## src/rtl/bp_update_ctrl_pkg.sv

```systemverilog
// ---------------------------------------------------------------------------
// bp_update_ctrl_pkg
// Shared constants and types for the branch-predictor update controller:
// table geometry, PC width, update-FIFO depth, the value a table entry is
// cleared to, the INIT/RUN state encoding, the queued-update record and the
// saturating add used by the drop counter.
// ---------------------------------------------------------------------------
package bp_update_ctrl_pkg;

    localparam int         BP_ENTRIES     = 1024;
    localparam int         BP_IDX_W       = 10;
    localparam int         PC_W           = 14;
    localparam int         UPD_FIFO_DEPTH = 4;
    localparam logic [1:0] BP_CNT_INIT    = 2'b01;   // weakly not-taken

    localparam int FIFO_PTR_W = $clog2(UPD_FIFO_DEPTH);
    localparam int FIFO_CNT_W = $clog2(UPD_FIFO_DEPTH + 1);
    localparam int DROP_W     = 8;

    typedef enum logic {
        ST_INIT = 1'b0,
        ST_RUN  = 1'b1
    } bp_state_e;

    typedef struct packed {
        logic            taken;
        logic [PC_W-1:0] pc;
    } upd_entry_t;

    // Adds 0..2 to the drop counter, sticking at all-ones.
    function automatic logic [DROP_W-1:0] drop_sat_add(input logic [DROP_W-1:0] cnt,
                                                       input logic [1:0]        inc);
        logic [DROP_W:0] sum;
        // NOTE: blocking assignment is correct for function temporaries; every
        // flop in this design is written with <= inside always_ff instead.
        sum = {1'b0, cnt} + {{(DROP_W - 1){1'b0}}, inc};
        return sum[DROP_W] ? {DROP_W{1'b1}} : sum[DROP_W-1:0];
    endfunction

endpackage

```

## src/rtl/bp_update_ctrl_if.sv

```systemverilog
// ---------------------------------------------------------------------------
// bp_update_ctrl_if
// Bundles the two resolved-branch input pipes, the predictor update/clear
// outputs and the status outputs of bp_update_ctrl.
//   master : branch-resolution side (drives br0_*/br1_*, observes the rest)
//   slave  : the controller
// ---------------------------------------------------------------------------
interface bp_update_ctrl_if;
    import bp_update_ctrl_pkg::*;

    logic                br0_valid;
    logic                br0_taken;
    logic [PC_W-1:0]     br0_pc;
    logic                br1_valid;
    logic                br1_taken;
    logic [PC_W-1:0]     br1_pc;
    logic                br_ready;
    logic                upd_valid;
    logic                upd_taken;
    logic [PC_W-1:0]     upd_pc;
    logic                clr_valid;
    logic [BP_IDX_W-1:0] clr_addr;
    logic                init_busy;
    logic [DROP_W-1:0]   drop_cnt;

    modport master (
        output br0_valid, br0_taken, br0_pc, br1_valid, br1_taken, br1_pc,
        input  br_ready, upd_valid, upd_taken, upd_pc, clr_valid, clr_addr,
               init_busy, drop_cnt
    );

    modport slave (
        input  br0_valid, br0_taken, br0_pc, br1_valid, br1_taken, br1_pc,
        output br_ready, upd_valid, upd_taken, upd_pc, clr_valid, clr_addr,
               init_busy, drop_cnt
    );

endinterface

```

## src/rtl/bp_upd_fifo.sv

```systemverilog
// ---------------------------------------------------------------------------
// bp_upd_fifo
// Update queue: two write ports (wr0 lands ahead of wr1 when both fire),
// one read port with the head entry shown combinationally, occupancy output.
//   clk, rstn        : clock, synchronous active-low reset
//   clr              : synchronous clear of all queued entries
//   wr0_en/wr0_data  : first write port
//   wr1_en/wr1_data  : second write port
//   rd_en / rd_data  : pop the head / head entry
//   count            : number of queued entries (0..UPD_FIFO_DEPTH)
// The caller never writes more entries than are free.
// ---------------------------------------------------------------------------
module bp_upd_fifo
    import bp_update_ctrl_pkg::*;
(
    input  logic                  clk,
    input  logic                  rstn,
    input  logic                  clr,
    input  logic                  wr0_en,
    input  upd_entry_t            wr0_data,
    input  logic                  wr1_en,
    input  upd_entry_t            wr1_data,
    input  logic                  rd_en,
    output upd_entry_t            rd_data,
    output logic [FIFO_CNT_W-1:0] count
);

    upd_entry_t            mem [UPD_FIFO_DEPTH];
    logic [FIFO_PTR_W-1:0] wr_ptr;
    logic [FIFO_PTR_W-1:0] rd_ptr;
    logic [FIFO_PTR_W-1:0] wr1_slot;
    logic [1:0]            n_wr;

    // wr1 goes right behind wr0 when both write, otherwise into the tail slot.
    assign wr1_slot = wr_ptr + FIFO_PTR_W'(wr0_en);
    assign n_wr     = {1'b0, wr0_en} + {1'b0, wr1_en};
    assign rd_data  = mem[rd_ptr];

    // NOTE: storage is deliberately not reset; pointers and count define which
    // slots hold valid data, so stale contents are never observed.
    always_ff @(posedge clk) begin
        if (wr0_en) mem[wr_ptr]   <= wr0_data;
        if (wr1_en) mem[wr1_slot] <= wr1_data;
    end

    always_ff @(posedge clk) begin
        if (!rstn || clr) begin
            wr_ptr <= '0;
            rd_ptr <= '0;
            count  <= '0;
        end else begin
            wr_ptr <= wr_ptr + FIFO_PTR_W'(n_wr);     // wraps modulo depth
            if (rd_en) rd_ptr <= rd_ptr + FIFO_PTR_W'(1);
            count  <= count + FIFO_CNT_W'(n_wr) - FIFO_CNT_W'(rd_en);
        end
    end

endmodule

```

## src/rtl/bp_update_ctrl.sv

```systemverilog
// ---------------------------------------------------------------------------
// bp_update_ctrl
// Serialises resolved branches from two pipes into single-port predictor
// updates, and sweeps the predictor table to BP_CNT_INIT after reset/flush.
//   clk        : clock
//   rstn       : synchronous active-low reset
//   flush      : one-cycle pulse; drops queued updates and restarts the sweep
//   bus.slave  : br0_*/br1_* in, br_ready, upd_*, clr_*, init_busy, drop_cnt
// INIT walks clr_addr 0..BP_ENTRIES-1, one entry per cycle, then enters RUN.
// In RUN one queued update per cycle is registered onto upd_*.
// ---------------------------------------------------------------------------
module bp_update_ctrl
    import bp_update_ctrl_pkg::*;
(
    input  logic            clk,
    input  logic            rstn,
    input  logic            flush,
    bp_update_ctrl_if.slave bus
);

    localparam logic [BP_IDX_W-1:0]   LAST_IDX  = BP_IDX_W'(BP_ENTRIES - 1);
    // Two free slots needed; a slot freed by this cycle's pop does not count.
    localparam logic [FIFO_CNT_W-1:0] READY_MAX = FIFO_CNT_W'(UPD_FIFO_DEPTH - 2);

    bp_state_e             state;
    logic [BP_IDX_W-1:0]   clr_addr_q;
    logic [DROP_W-1:0]     drop_cnt_q;
    logic                  upd_valid_q;
    upd_entry_t            upd_q;

    logic                  br_ready;
    logic                  deq;
    logic [1:0]            n_drop;
    upd_entry_t            br0_entry;
    upd_entry_t            br1_entry;
    upd_entry_t            fifo_head;
    logic [FIFO_CNT_W-1:0] fifo_count;

    assign br_ready  = (state == ST_RUN) && (fifo_count <= READY_MAX);
    assign deq       = (state == ST_RUN) && (fifo_count != '0) && !flush;
    assign n_drop    = {1'b0, bus.br0_valid && !br_ready} + {1'b0, bus.br1_valid && !br_ready};
    assign br0_entry = {bus.br0_taken, bus.br0_pc};
    assign br1_entry = {bus.br1_taken, bus.br1_pc};

    bp_upd_fifo u_fifo (
        .clk      (clk),
        .rstn     (rstn),
        .clr      (flush),
        .wr0_en   (br_ready && bus.br0_valid),
        .wr0_data (br0_entry),
        .wr1_en   (br_ready && bus.br1_valid),
        .wr1_data (br1_entry),
        .rd_en    (deq),
        .rd_data  (fifo_head),
        .count    (fifo_count)
    );

    always_ff @(posedge clk) begin
        if (!rstn) begin
            state       <= ST_INIT;
            clr_addr_q  <= '0;
            drop_cnt_q  <= '0;
            upd_valid_q <= 1'b0;
            upd_q       <= '0;
        end else begin
            drop_cnt_q <= drop_sat_add(drop_cnt_q, n_drop);
            if (flush) begin
                state       <= ST_INIT;
                clr_addr_q  <= '0;
                upd_valid_q <= 1'b0;
            end else begin
                unique case (state)
                    ST_INIT: begin
                        upd_valid_q <= 1'b0;
                        if (clr_addr_q == LAST_IDX) begin
                            state      <= ST_RUN;
                            clr_addr_q <= '0;
                        end else begin
                            clr_addr_q <= clr_addr_q + BP_IDX_W'(1);
                        end
                    end
                    ST_RUN: begin
                        // upd_taken/upd_pc keep their last value when idle.
                        upd_valid_q <= deq;
                        if (deq) upd_q <= fifo_head;
                    end
                endcase
            end
        end
    end

    assign bus.br_ready  = br_ready;
    assign bus.upd_valid = upd_valid_q;
    assign bus.upd_taken = upd_q.taken;
    assign bus.upd_pc    = upd_q.pc;
    assign bus.clr_valid = (state == ST_INIT);
    assign bus.clr_addr  = clr_addr_q;
    assign bus.init_busy = (state == ST_INIT);
    assign bus.drop_cnt  = drop_cnt_q;

endmodule

```

## src/flat_wrapper.sv

```systemverilog
// flat-port wrapper written by rule: the top's interface ports become plain ports
module bp_update_ctrl_flat import bp_update_ctrl_pkg::*;
  (clk, rstn, flush, bus_br0_valid, bus_br0_taken, bus_br0_pc, bus_br1_valid, bus_br1_taken, bus_br1_pc, bus_br_ready, bus_upd_valid, bus_upd_taken, bus_upd_pc, bus_clr_valid, bus_clr_addr, bus_init_busy, bus_drop_cnt);
  bp_update_ctrl_if bus_i ();
  input  logic clk;
  input  logic rstn;
  input  logic flush;
  input wire logic [$bits(bus_i.br0_valid)-1:0] bus_br0_valid;
  input wire logic [$bits(bus_i.br0_taken)-1:0] bus_br0_taken;
  input wire logic [$bits(bus_i.br0_pc)-1:0] bus_br0_pc;
  input wire logic [$bits(bus_i.br1_valid)-1:0] bus_br1_valid;
  input wire logic [$bits(bus_i.br1_taken)-1:0] bus_br1_taken;
  input wire logic [$bits(bus_i.br1_pc)-1:0] bus_br1_pc;
  output wire logic [$bits(bus_i.br_ready)-1:0] bus_br_ready;
  output wire logic [$bits(bus_i.upd_valid)-1:0] bus_upd_valid;
  output wire logic [$bits(bus_i.upd_taken)-1:0] bus_upd_taken;
  output wire logic [$bits(bus_i.upd_pc)-1:0] bus_upd_pc;
  output wire logic [$bits(bus_i.clr_valid)-1:0] bus_clr_valid;
  output wire logic [$bits(bus_i.clr_addr)-1:0] bus_clr_addr;
  output wire logic [$bits(bus_i.init_busy)-1:0] bus_init_busy;
  output wire logic [$bits(bus_i.drop_cnt)-1:0] bus_drop_cnt;
  assign bus_i.br0_valid = bus_br0_valid;
  assign bus_i.br0_taken = bus_br0_taken;
  assign bus_i.br0_pc = bus_br0_pc;
  assign bus_i.br1_valid = bus_br1_valid;
  assign bus_i.br1_taken = bus_br1_taken;
  assign bus_i.br1_pc = bus_br1_pc;
  assign bus_br_ready = bus_i.br_ready;
  assign bus_upd_valid = bus_i.upd_valid;
  assign bus_upd_taken = bus_i.upd_taken;
  assign bus_upd_pc = bus_i.upd_pc;
  assign bus_clr_valid = bus_i.clr_valid;
  assign bus_clr_addr = bus_i.clr_addr;
  assign bus_init_busy = bus_i.init_busy;
  assign bus_drop_cnt = bus_i.drop_cnt;
  bp_update_ctrl u_core (.clk(clk), .rstn(rstn), .flush(flush), .bus(bus_i));
endmodule
```

## config.mk

```make
export PLATFORM = sky130hd
export DESIGN_NAME = bp_update_ctrl_flat
export DESIGN_NICKNAME = d
export VERILOG_FILES = /design/src/rtl/bp_update_ctrl_pkg.sv /design/src/rtl/bp_update_ctrl_if.sv /design/src/rtl/bp_upd_fifo.sv /design/src/rtl/bp_update_ctrl.sv /design/src/flat_wrapper.sv
export SDC_FILE = /design/constraint.sdc
export NUM_CORES = 1
export LEC_CHECK = 0
export CORE_MARGIN = 4
export CORE_UTILIZATION = 35
export CTS_BUF_LIST = sky130_fd_sc_hd__clkbuf_8 sky130_fd_sc_hd__clkbuf_16
export DETAILED_ROUTE_END_ITERATION = 10
export PLACE_DENSITY = 0.61
export SLEW_MARGIN = 20
export SYNTH_ARGS = -nofsm -noshare
export SYNTH_HDL_FRONTEND = slang
export SYNTH_HIERARCHICAL = 1
export SYNTH_SLANG_ARGS = --single-unit
```

## constraint.sdc

```tcl
create_clock -name clk -period 5 [get_ports clk]
set_input_delay 0.75 -clock clk [delete_from_list [all_inputs] [get_ports clk]]
set_output_delay 0.75 -clock clk [all_outputs]
set_load 0.02 [all_outputs]
```

Word level (Yosys, flattened, before mapping)
Memory sizes are Yosys's and may differ from the RTL's. A register that Yosys moved wholly into a read port is not among the register bits.
Index checks and enable logic that the tools add are counted.
Word-level totals
  register bits after elaboration: 27
  bits in writable memories: 60
  input port bits: 35
  logic and storage cells: 46
  memories: 1
Memories
  u_core.u_fifo.mem: words 4, width 15, read ports 1, clocked after memory_dff 1, wr ports 2, line bp_upd_fifo.sv:28  | upd_entry_t mem [UPD_FIFO_DEPTH];
Cells by class
  $add $sub $neg: 9
  magnitude comparators: 1
  equality and inequality tests: 1
  mux-type cells: 9
  bitwise gates (word level): 3
  reductions and logical operators: 15
Operators with widths (count)
  adder 10 x 1 -> 10 bit, second input constant: 1
  equality test 10 bit, second input constant: 1
  2-to-1 mux 10 bit: 1
  adder 8 x 2 -> 9 bit: 1
  2-to-1 mux 8 bit: 1
  logical AND 1 bit: 7
  2-to-1 mux 1 bit: 6
  adder 1 x 1 -> 2 bit: 2
  zero test 1 bit: 4
  adder 3 x 2 -> 3 bit: 1
  <= comparator 3 x 2 -> 1 bit, second input constant: 1
  inverter 1 bit: 3
  AND reduction 3 bit: 1
  nonzero test 3 bit: 1
  subtractor 3 x 1 -> 3 bit: 1
  adder 2 x 1 -> 2 bit: 1
  adder 2 x 1 -> 2 bit, second input constant: 1
  adder 2 bit: 1
  one-hot mux 1 bit (2 select lines): 1
  OR reduction 2 bit: 1
  logical OR 1 bit: 1

Depth between registers and ports, before layout
Gate-level depths: netlist of the first run.
  depth in word-level cells: 7
  gate-level depth with buffers: 13
  mapped depth without buffers: 12

Hierarchy
The synthesis of the first run kept the hierarchy.
Modules (own cells, without submodules)
  bp_upd_fifo: times used 1, cells an instance 198, area an instance 3393.3 sq um, sequential area each 1981.9 sq um
  bp_update_ctrl: times used 1, cells an instance 179, area an instance 1569.0 sq um, sequential area each 700.7 sq um

Least setup slack after synthesis of the first run
No wires, ideal clock.
  path type: register to register
  from: register u_core.state
  to: memory u_core/u_fifo/mem[0][0] in the netlist's numbering (enable)
  library setup time: 0.408 ns
  data arrival time: 2.557 ns
  slack: 2.036 ns
  cell stages (with the launch flop): 11
  path through: dfxtp_1 > buf_4 > inv_1 > a211o_1 > inv_1 > and2_1 > ha_1 > nor2b_1 > nand2_1 > buf_2 > o21ai_0
RTL lines
  start, declared: line bp_update_ctrl.sv:25  | bp_state_e state;
  start signal, assigned: line bp_update_ctrl.sv:60  | state <= ST_INIT;
  start signal, assigned: line bp_update_ctrl.sv:68  | state <= ST_INIT;
  start signal, assigned: line bp_update_ctrl.sv:76  | state <= ST_RUN;
  end, declared: line bp_upd_fifo.sv:28

==> run metrics, run 1 <==
status complete, no violations; Final Max Tran Viols 0; CTS tree built; crit path time final 3335 ps; post-synth cell types 50; routed via count 3150; Root Buffer clkbuf_16; crit start category flip-flop; Async SR Flop Fraction 0; Avg Inst Size Synth 13.16 µm²; Clock Latency Late Sink 340 ps; grt ovf 0; Fin. Hold Viols 0; worst-margin pin slew 988.0 ps; pwr dens 281.9 mW/mm²; Max Cap Violations 0; post-CTS setup repair buffer count 0; io pins 72; Peak supply drop 0.1618 mV; initial DRC count 174; drt drc 0; final period utilization 0.6671; RSZ-0062 raised after global routing no; maximum fanout along the worst path 16; initial antenna violation count 0; Met2 Wirelength 4831 µm; final core utilization 0.4402; Yosys top cell area share 0.3631; antenna-violating nets left 0; top layer in use met4; area leader, netlist edfxtp_1; final setup fails 0; WS Path Type flip-flop to flip-flop; Setup crit end kind flip-flop; EDFF count, synth 60; wire length of the first global-routing pass 16780 µm; Fmax 299.8 MHz; arrival time at the worst endpoint 3390 ps; # diodes 0; WL per Instance 16.74 µm; TritonCTS Buffers 9; Main synth FF type edfxtp_1; M1 WL 4794 µm; Req. time, crit path 5050 ps; worst r2r dst u_core/u_fifo/mem[0][10]$_DFFE_PP_; Post-Syn Nets 419; Yosys reg bits 104; Post-synth top cells edfxtp_1, mux2_2, dfxtp_1; core footprint 0.01388 mm²; Post-Synthesis Cells 377; Area Growth Syn to Fin 23.15%; total routed wirelength 10480 µm; worst r2r path cells 9; flop-to-flop setup slack 1660 ps; hold_buf cts 0; Slew headroom 0.3413; GRT Total Usage 0.1329; first-pass iteration count of the detailed router 4; Resized Gates After CTS 0; yosys warns 6; layout cells sized above 1 0.2287; Site Rows 43; synth top area cells edfxtp_1, dfxtp_1, mux2_2; vias in the first global route 3185; largest net degree at the start of global routing 19; Met3 Wirelength 493 µm; Seq/Total Area, Yosys 0.5406; Critical Path Start u_core/state$_SDFF_PP0_; leakage power 2.042 nW; Clock transition at path regs 70 ps; final instance area 0.006111 mm²; Starting Density 0.3575; Cell Area, Placed 0.005807 mm²; setup tns final 0 ps; reg2reg start u_core/state$_SDFF_PP0_; Die H 127.1 µm; Hold Crit Class flip-flop to flip-flop; CP Capture Point u_core/u_fifo/mem[0][10]$_DFFE_PP_; most common cell in the synthesized netlist edfxtp_1; synthesized cell area 0.004962 mm²; Die ar. 0.01615 mm²; DR vias/cell 5.032; worst hold margin 482.3 ps; routability cong. 0.7571; Die Wd 127.1 µm; final clock skew 4.929 ps; DPL Wire Length 7386 µm; CTS HTree Levels 3; TritonCTS sink count 104; Post-layout nets 483; Port Buffers 71; CTS max path bufs 2
-- worst max-delay path, cell delays in order, from the launching register on --
cell,delay [ps]
dfxtp_1,530
inv_1,150
a211o_1,280
inv_1,80
and2_1,220
ha_1,230
xnor2_2,180
nand2_1,500
o21ai_1,580
buf_4,300
-- placed cells by master (no fill, tap or decap), drive strengths merged, types with 3 or more instances in the layout --
cell	synthesis	layout
ha	5	5
nand2	14	14
nor2b	5	5
mux2	60	60
nand2b	6	6
clkbuf	8	9
xnor2	8	8
clkinv	1	3
o21ai	22	22
a21boi	4	4
buf	13	3
or3	5	5
nand4	4	4
nor3	3	3
nor2	14	14
a21oi	22	22
dfxtp	44	44
edfxtp	60	60
xor2	6	6
mux4	15	15
nand3	22	22
inv	9	11
clkdlybuf4s50	0	71
-- sequential cells by signal, summed over array words and instances, names as in the netlist, named ones only --
signal                cells
u_core/u_fifo/mem        60
u_core/bus.upd_pc        14
u_core/bus.clr_addr      10
u_core/bus.drop_cnt       8
u_core/u_fifo/count       3
u_core/u_fifo/rd_ptr      2
u_core/u_fifo/wr_ptr      2
u_core/bus.upd_taken      1
u_core/bus.upd_valid      1
u_core/state              1
-- kinds of logic (layout without fill, tap and decap cells) --
| family | count (synthesis) | after routing | synth area share |
|---|---|---|---|
| AOI/OAI and AO/OA | 60 | 60 | 0.06985 |
| xor gates and xnor gates | 14 | 14 | 0.02622 |
| adders and majority gates | 7 | 7 | 0.02068 |
| buffers and inverters | 31 | 100 | 0.03253 |
| DFF | 104 | 104 | 0.5406 |
| muxes | 75 | 75 | 0.2110 |
| and+or+nand+nor | 86 | 86 | 0.09909 |
-- layer usage --
metal	vias up	global-route usage
met2	88	0.2086
met1	1494	0.1730
li1	1549	-
met3	19	0.02759
met4	0	0.07129
met5	-	0
-- through the flow --
| step | setup WS [ps] | total power, W | cells |
|---|---|---|---|
| after floorplan | 2036 | 0.0009752 | 377 |
| after global placement | 1507 | 0.001026 | 610 |
| after detailed placement | 1395 | 0.001028 | 610 |
| after CTS | 1637 | 0.001743 | 626 |
| after global routing | 1350 | 0.001785 | 626 |
| final | 1665 | 0.001723 | 626 |
-- area by class of cell --
class / count / area (µm²)
clock buffer: 9 / 225.2
clock inverter: 7 / 77.57
fill: 1269 / 7770
inverter: 10 / 37.54
multi-input combinational: 242 / 2128
sequential: 104 / 2684
tap: 180 / 225.2
timing repair buffer: 74 / 733.2
-- where the power goes --
part / internal [W] / switching, W
clock: 0.000393 / 0.000321
sequential: 0.000907 / 0.00000426
combinational: 0.0000579 / 0.0000399
total: 0.00136 / 0.000365
-- worst min-delay path by stage --
stage                                               startpoint                            endpoint  depth (start not counted)
after global routing        u_core/bus.upd_pc[11]$_SDFFE_PN0P_  u_core/bus.upd_pc[11]$_SDFFE_PN0P_                          2
after floorplan           u_core/u_fifo/rd_ptr[1]$_SDFFE_PP0P_                           flip-flop                          2
after detailed placement     u_core/bus.upd_pc[7]$_SDFFE_PN0P_   u_core/bus.upd_pc[7]$_SDFFE_PN0P_                          2
after global placement       u_core/bus.upd_pc[6]$_SDFFE_PN0P_   u_core/bus.upd_pc[6]$_SDFFE_PN0P_                          2
after CTS                    u_core/bus.upd_pc[7]$_SDFFE_PN0P_   u_core/bus.upd_pc[7]$_SDFFE_PN0P_                          2
final                        u_core/bus.upd_pc[7]$_SDFFE_PN0P_   u_core/bus.upd_pc[7]$_SDFFE_PN0P_                          2
Note: power is estimated with default switching activity, not from simulation.
==> run 2: changes to the inputs <==
==> constraint.sdc (replaced) <==
create_clock -name clk -period 3.3 [get_ports clk]
set_input_delay 0.495 -clock clk [delete_from_list [all_inputs] [get_ports clk]]
set_output_delay 0.495 -clock clk [all_outputs]
set_load 0.02 [all_outputs]
==> run 2 against run 1 <==
Combinational power is 50% higher. Critical path type unchanged. Final area increased by 1.7%. Hold slack improved by 2.9 ps. Largest power group unchanged. Flip-flop and latch count stayed put. Worst setup slack got worse by 1100 ps. Largest cell class unchanged. Clock skew about the same. Die area stayed put. Global-route usage rose by 0.26 points. Power increased by 60%. Register-to-register slack worse by 1100 ps. Clock-buffer cell count unchanged.
==> run metrics, run 2 (synthesis gave the netlist of run 1 again) <==
status complete, no violations; grt ovf 0 (unchanged); CTS HTree Levels 3 (unchanged); routability cong. 0.7352 (-2.9%); largest net degree at the start of global routing 18 (-1); Die H 127.1 µm (unchanged); Root Buffer clkbuf_16; first-pass iteration count of the detailed router 4 (unchanged); largest reg by FF count u_core/u_fifo/mem; WS Path Type flip-flop to flip-flop; post-CTS setup repair buffer count 0 (unchanged); initial DRC count 130 (-25%); setup tns final 0 ps (unchanged); Slew headroom 0.4861 (+0.1447); routed via count 3192 (+1.3%); Fin. Hold Viols 0 (unchanged); Port Buffers 71 (unchanged); leakage power 2.118 nW (+3.7%); crit start category flip-flop; RSZ-0062 raised after global routing no; Clock Latency Late Sink 340 ps (about the same); Peak supply drop 0.2858 mV (+77%); Final Max Tran Viols 0 (unchanged); Post-layout nets 493 (+2.1%); Site Rows 43 (unchanged); arrival time at the worst endpoint 2860 ps (-530 ps); Die ar. 0.01615 mm² (unchanged); pwr dens 442.1 mW/mm² (+57%); delay-heaviest family, CP buffers and inverters; TritonCTS sink count 104 (unchanged); flop-to-flop setup slack 540 ps (-1130 ps); non-filler instance count after layout 636 (+1.6%); final period utilization 0.8371 (+0.1700); vias in the first global route 3179 (-0.19%); Starting Density 0.3575 (unchanged); final clock skew 5.262 ps (+0.3328 ps); GRT Total Usage 0.1355 (+0.002603); drt drc 0 (unchanged); Max Cap Violations 0 (unchanged); final setup fails 0 (unchanged); Hold Crit Class flip-flop to flip-flop; hold_buf cts 0 (unchanged); crit-path most repeated cell inv_1; crit path time final 2762 ps (-573.2 ps); Post-Place Cells 620 (+1.6%); wire length of the first global-routing pass 17060 µm (+1.7%); CP peak stage delay 520 ps (-60 ps); Req. time, crit path 3400 ps (-1650 ps); Fmax 362.0 MHz (+21%); core footprint 0.01388 mm² (unchanged); WL per Instance 16.68 µm (-0.32%); most frequent cells in the layout clkdlybuf4s50_1, edfxtp_1, mux2_2; total routed wirelength 10610 µm (+1.3%); Area Growth Syn to Fin 25.26%; # diodes 0 (unchanged); DR vias/cell 5.019 (-0.26%); CTS tree built; Die Wd 127.1 µm (unchanged); commonest non-fill, non-tap cell in the layout clkdlybuf4s50_1; antenna-violating nets left 0 (unchanged); layout cells sized above 1 0.2390 (+0.01034); io pins 72 (unchanged); worst-margin pin slew 769.8 ps (-218.2 ps); Clock transition at path regs 70 ps (about the same); DPL Wire Length 7274 µm (-1.5%); crit-path cells inv_1, a211o_1, inv_1, and2_1, ha_1, xnor2_2, and3_1, buf_4, mux2_2; TritonCTS Buffers 9 (unchanged); Resized Gates After CTS 0 (unchanged); Setup crit end kind flip-flop; fillcell total 1256 (-1.0%); CTS max path bufs 2 (unchanged); maximum fanout along the worst path 15 (-1); initial antenna violation count 0 (unchanged); CP Buf/Inv Count 3 (unchanged); max reg flops 60 (unchanged); Slowest cell on crit path dfxtp_1
==> run 2: cell count changes in the layout (fill, tap and decap cells not counted), sizes merged <==
| cell | before | now |
|---|---|---|
| inv | 11 | 12 |
| bufinv | 1 | 3 |
| clkinvlp | 2 | 0 |
| buf | 3 | 13 |
| clkinv | 3 | 2 |
==> run 2: worst reg2reg max path: cells and delay by family (launching register included) <==
kind,cells,cell delay (ps)
flip-flops,1,520
buffers and inverters,3,530
AO/OA/AOI/OAI,1,280
multiplexers,1,390
adder cells (fa/ha/maj),1,220
AND/OR/NAND/NOR,2,430
XOR/XNOR,1,160
==> run 2: layout make-up <==
type	instances	area [µm²]	share of cell area
Timing Repair Buffer	84	808.3	0.1300
Tap cell	180	225.2	0.03623
Sequential cell	104	2683	0.4316
Clock buffer	9	225.2	0.03623
Multi-Input combinational cell	242	2118	0.3408
Clock inverter	7	118.9	0.01912
Inverter	10	37.54	0.006039
==> run 2: final timing paths <==
path | start | endpoint | cells after the start
min reg2reg | u_core/bus.upd_pc[5]$_SDFFE_PN0P_ | u_core/bus.upd_pc[5]$_SDFFE_PN0P_ | 2
max reg2reg | u_core/state$_SDFF_PP0_ | u_core/u_fifo/mem[1][2]$_DFFE_PP_ | 9
min | u_core/bus.upd_pc[5]$_SDFFE_PN0P_ | u_core/bus.upd_pc[5]$_SDFFE_PN0P_ | 2
max | u_core/state$_SDFF_PP0_ | u_core/u_fifo/mem[1][2]$_DFFE_PP_ | 9
==> run 2: metal layers <==
| layer | up-vias | part of all wire | track usage |
|---|---|---|---|
| met3 | 11 | 0.044 | 0.02759 |
| met5 | - | 0 | 0 |
| li1 | 1562 | - | - |
| met2 | 73 | 0.48 | 0.2254 |
| met1 | 1546 | 0.46 | 0.1758 |
| met4 | 0 | 0.016 | 0.04921 |
==> run 2: per-stage QoR <==
stage | util | hold WS (ps) | total power [W] | worst slack, ps | area [µm²]
floorplan | - | 484.7 | 0.001478 | 335.5 | 4962
global placement | 0.4230 | 470.2 | 0.001554 | 572.2 | 5872
detailed placement | 0.4230 | 474.4 | 0.001558 | 544.4 | 5872
CTS | 0.4478 | 487.2 | 0.002781 | 531.8 | 6216
global route | 0.4478 | 498.0 | 0.002834 | 336.8 | 6216
finish | 0.4478 | 485.2 | 0.002748 | 537.7 | 6216
==> run 2: where the power goes <==
part	total [W]	internal, W	switching [W]
registers	0.00138	0.00137	0.00000668
clock network	0.00122	0.000746	0.000475
logic	0.000147	0.0000874	0.0000593
==> run 3: changes to the inputs <==
--- a/config.mk
+++ b/config.mk
@@ -9,7 +9,7 @@
 export CORE_UTILIZATION = 35
 export CTS_BUF_LIST = sky130_fd_sc_hd__clkbuf_8 sky130_fd_sc_hd__clkbuf_16
 export DETAILED_ROUTE_END_ITERATION = 10
-export PLACE_DENSITY = 0.61
+export PLACE_DENSITY = 0.64
 export SLEW_MARGIN = 20
 export SYNTH_ARGS = -nofsm -noshare
 export SYNTH_HDL_FRONTEND = slang
==> constraint.sdc (replaced) <==
create_clock -name clk -period 2.3 [get_ports clk]
set_input_delay 0.345 -clock clk [delete_from_list [all_inputs] [get_ports clk]]
set_output_delay 0.345 -clock clk [all_outputs]
set_load 0.02 [all_outputs]
==> run 3 against run 2 <==
Hold slack better by 2.4 ps. Largest power group unchanged. Register-to-register slack worse by 530 ps. Sequential power is 43% higher. Core utilization is 3.3 points higher. Critical endpoint is now u_core/u_fifo/count[2]$_SDFF_PP0_. Non-clock buffer count is 20 higher. Sequential share of layout area is 3.0 points lower. Via count is 5.5% higher. First-iteration DRC count is 42% higher.
==> run metrics, run 3 (synthesis gave the netlist of run 1 again) <==
crit start category flip-flop; Area Growth Syn to Fin 34.54%; Post-layout nets 513 (+4.1%); # diodes 0 (unchanged); pwr dens 554.9 mW/mm² (+26%); Slew headroom 0.6139 (+0.1279); routability cong. 0.7639 (+3.9%); WL per Instance 17.57 µm (+5.3%); Fmax 436.0 MHz (+20%); Peak supply drop 0.3955 mV (+38%); first-pass iteration count of the detailed router 5 (+1); RSZ-0062 raised after global routing yes; Req. time, crit path 2530 ps (-870 ps); GRT Total Usage 0.1430 (+0.007420); leakage power 2.312 nW (+9.2%); vias in the first global route 3287 (+3.4%); wire length of the first global-routing pass 17930 µm (+5.1%); worst-margin pin slew 574.2 ps (-195.6 ps); Die Wd 127.1 µm (unchanged); Cell Area, Placed 0.006198 mm² (+5.6%); Die H 127.1 µm (unchanged); TritonCTS Buffers 9 (unchanged); DR vias/cell 5.136 (+2.3%); status complete, no violations; crit path time final 2293 ps (-468.8 ps); Multi-input gate area 0.002325 mm² (+9.7%); CTS tree built; layout cells sized above 1 0.3109 (+0.07189); Starting Density 0.3575 (unchanged); Root Buffer clkbuf_16; Setup crit end kind flip-flop; Clock transition at path regs 70 ps (about the same); Max Cap Violations 0 (unchanged); WS Path Type flip-flop to flip-flop; Fin. Hold Viols 0 (unchanged); Port Buffers 71 (unchanged); final period utilization 0.9971 (+0.1601); final setup fails 0 (unchanged); sequential cell area 0.002684 mm² (about the same); initial antenna violation count 0 (unchanged); Site Rows 43 (unchanged); TritonCTS sink count 104 (unchanged); Final Max Tran Viols 0 (unchanged); grt ovf 0 (unchanged); largest net degree at the start of global routing 20 (+2); largest reg by FF count u_core/u_fifo/mem; arrival time at the worst endpoint 2530 ps (-330 ps); hold_buf cts 0 (unchanged); io pins 72 (unchanged); setup tns final 0 ps (unchanged); fillcell total 1175 (-6.4%); commonest non-fill, non-tap cell in the layout clkdlybuf4s50_1; antenna-violating nets left 0 (unchanged); total routed wirelength 11530 µm (+8.6%); DPL Wire Length 7760 µm (+6.7%); routed via count 3369 (+5.5%); maximum fanout along the worst path 3 (-12); final clock skew 5.981 ps (+0.7193 ps); Hold Crit Class flip-flop to flip-flop; core footprint 0.01388 mm² (unchanged); Clock Latency Late Sink 350 ps (about the same); initial DRC count 184 (+42%); Die ar. 0.01615 mm² (unchanged); final instance area 0.006676 mm² (+7.4%); drt drc 0 (unchanged); CTS max path bufs 2 (unchanged); max reg flops 60 (unchanged); CTS HTree Levels 3 (unchanged); most frequent cells in the layout clkdlybuf4s50_1, edfxtp_1, dfxtp_1
==> run 3: cell count changes in the layout (fill, tap and decap cells not counted), sizes merged <==
cell      previous run  this run
clkinvlp             0         3
bufinv               3         0
clkbuf               9        12
buf                 13        30
==> run 3: metal layers <==
metal | GRT usage | vias up | wire, µm
met4 | 0.03596 | 0 | 116
met5 | 0 | - | 0
met3 | 0.03972 | 7 | 563
met2 | 0.2369 | 89 | 5672
li1 | - | 1606 | -
met1 | 0.1861 | 1667 | 5175
==> run 3: through the flow <==
step	total power, W	cells	utilization	setup WS, ps	hold WS [ps]
after global routing	0.003851	656	0.4810	-107.1	493.2
after floorplan	0.002120	377	-	-255.0	484.7
final	0.003705	656	0.4810	6.574	487.6
after detailed placement	0.002241	636	0.4465	-104.2	471.5
after CTS	0.003739	652	0.4676	-15.60	483.9
after global placement	0.002234	636	0.4465	-66.14	471.9
==> run 3: area by class of cell <==
class / count / area share
clock inverters: 7 / 0.009183
clock buffers: 9 / 0.03373
inverters: 10 / 0.006184
repair buffers: 104 / 0.1670
flip-flops and latches: 104 / 0.4020
well taps: 180 / 0.03373
multi-input cells: 242 / 0.3482
==> run 3: what timing repair did <==
item,CTS,global route
buffers inserted,0,1
setup endpoints to repair,25,75
gates resized for setup,1,26
gates cloned,0,3
pin swaps,3,3
==> run 3: path summary, 6_finish.rpt <==
kind                            cells after the start                         startpoint                           endpoint  slack [ps]
worst max-delay path                               11            u_core/state$_SDFF_PP0_  u_core/u_fifo/count[2]$_SDFF_PP0_           7
worst min-delay path                                2  u_core/bus.upd_pc[7]$_SDFFE_PN0P_  u_core/bus.upd_pc[7]$_SDFFE_PN0P_         490
worst max register to register                     11            u_core/state$_SDFF_PP0_  u_core/u_fifo/count[2]$_SDFF_PP0_           7
worst min register to register                      2  u_core/bus.upd_pc[7]$_SDFFE_PN0P_  u_core/bus.upd_pc[7]$_SDFFE_PN0P_         490
==> run 3: worst max-delay path: stages, from the launching register on <==
cell        delay, ps
dfxtp_2           360
clkinvlp_4         80
a211o_1           260
inv_2              70
and2_4            170
ha_4              210
xor2_1            140
ha_2              190
fa_2              330
xor2_1            170
xnor2_1           130
nor2_1             50
==> run 3: power by group <==
group          total (W)  leakage, nW  switching [W]  internal [W]
combinational   0.000231         1.28      0.0000901      0.000141
sequential       0.00198        0.895     0.00000958       0.00197
clock            0.00149        0.135       0.000737      0.000756
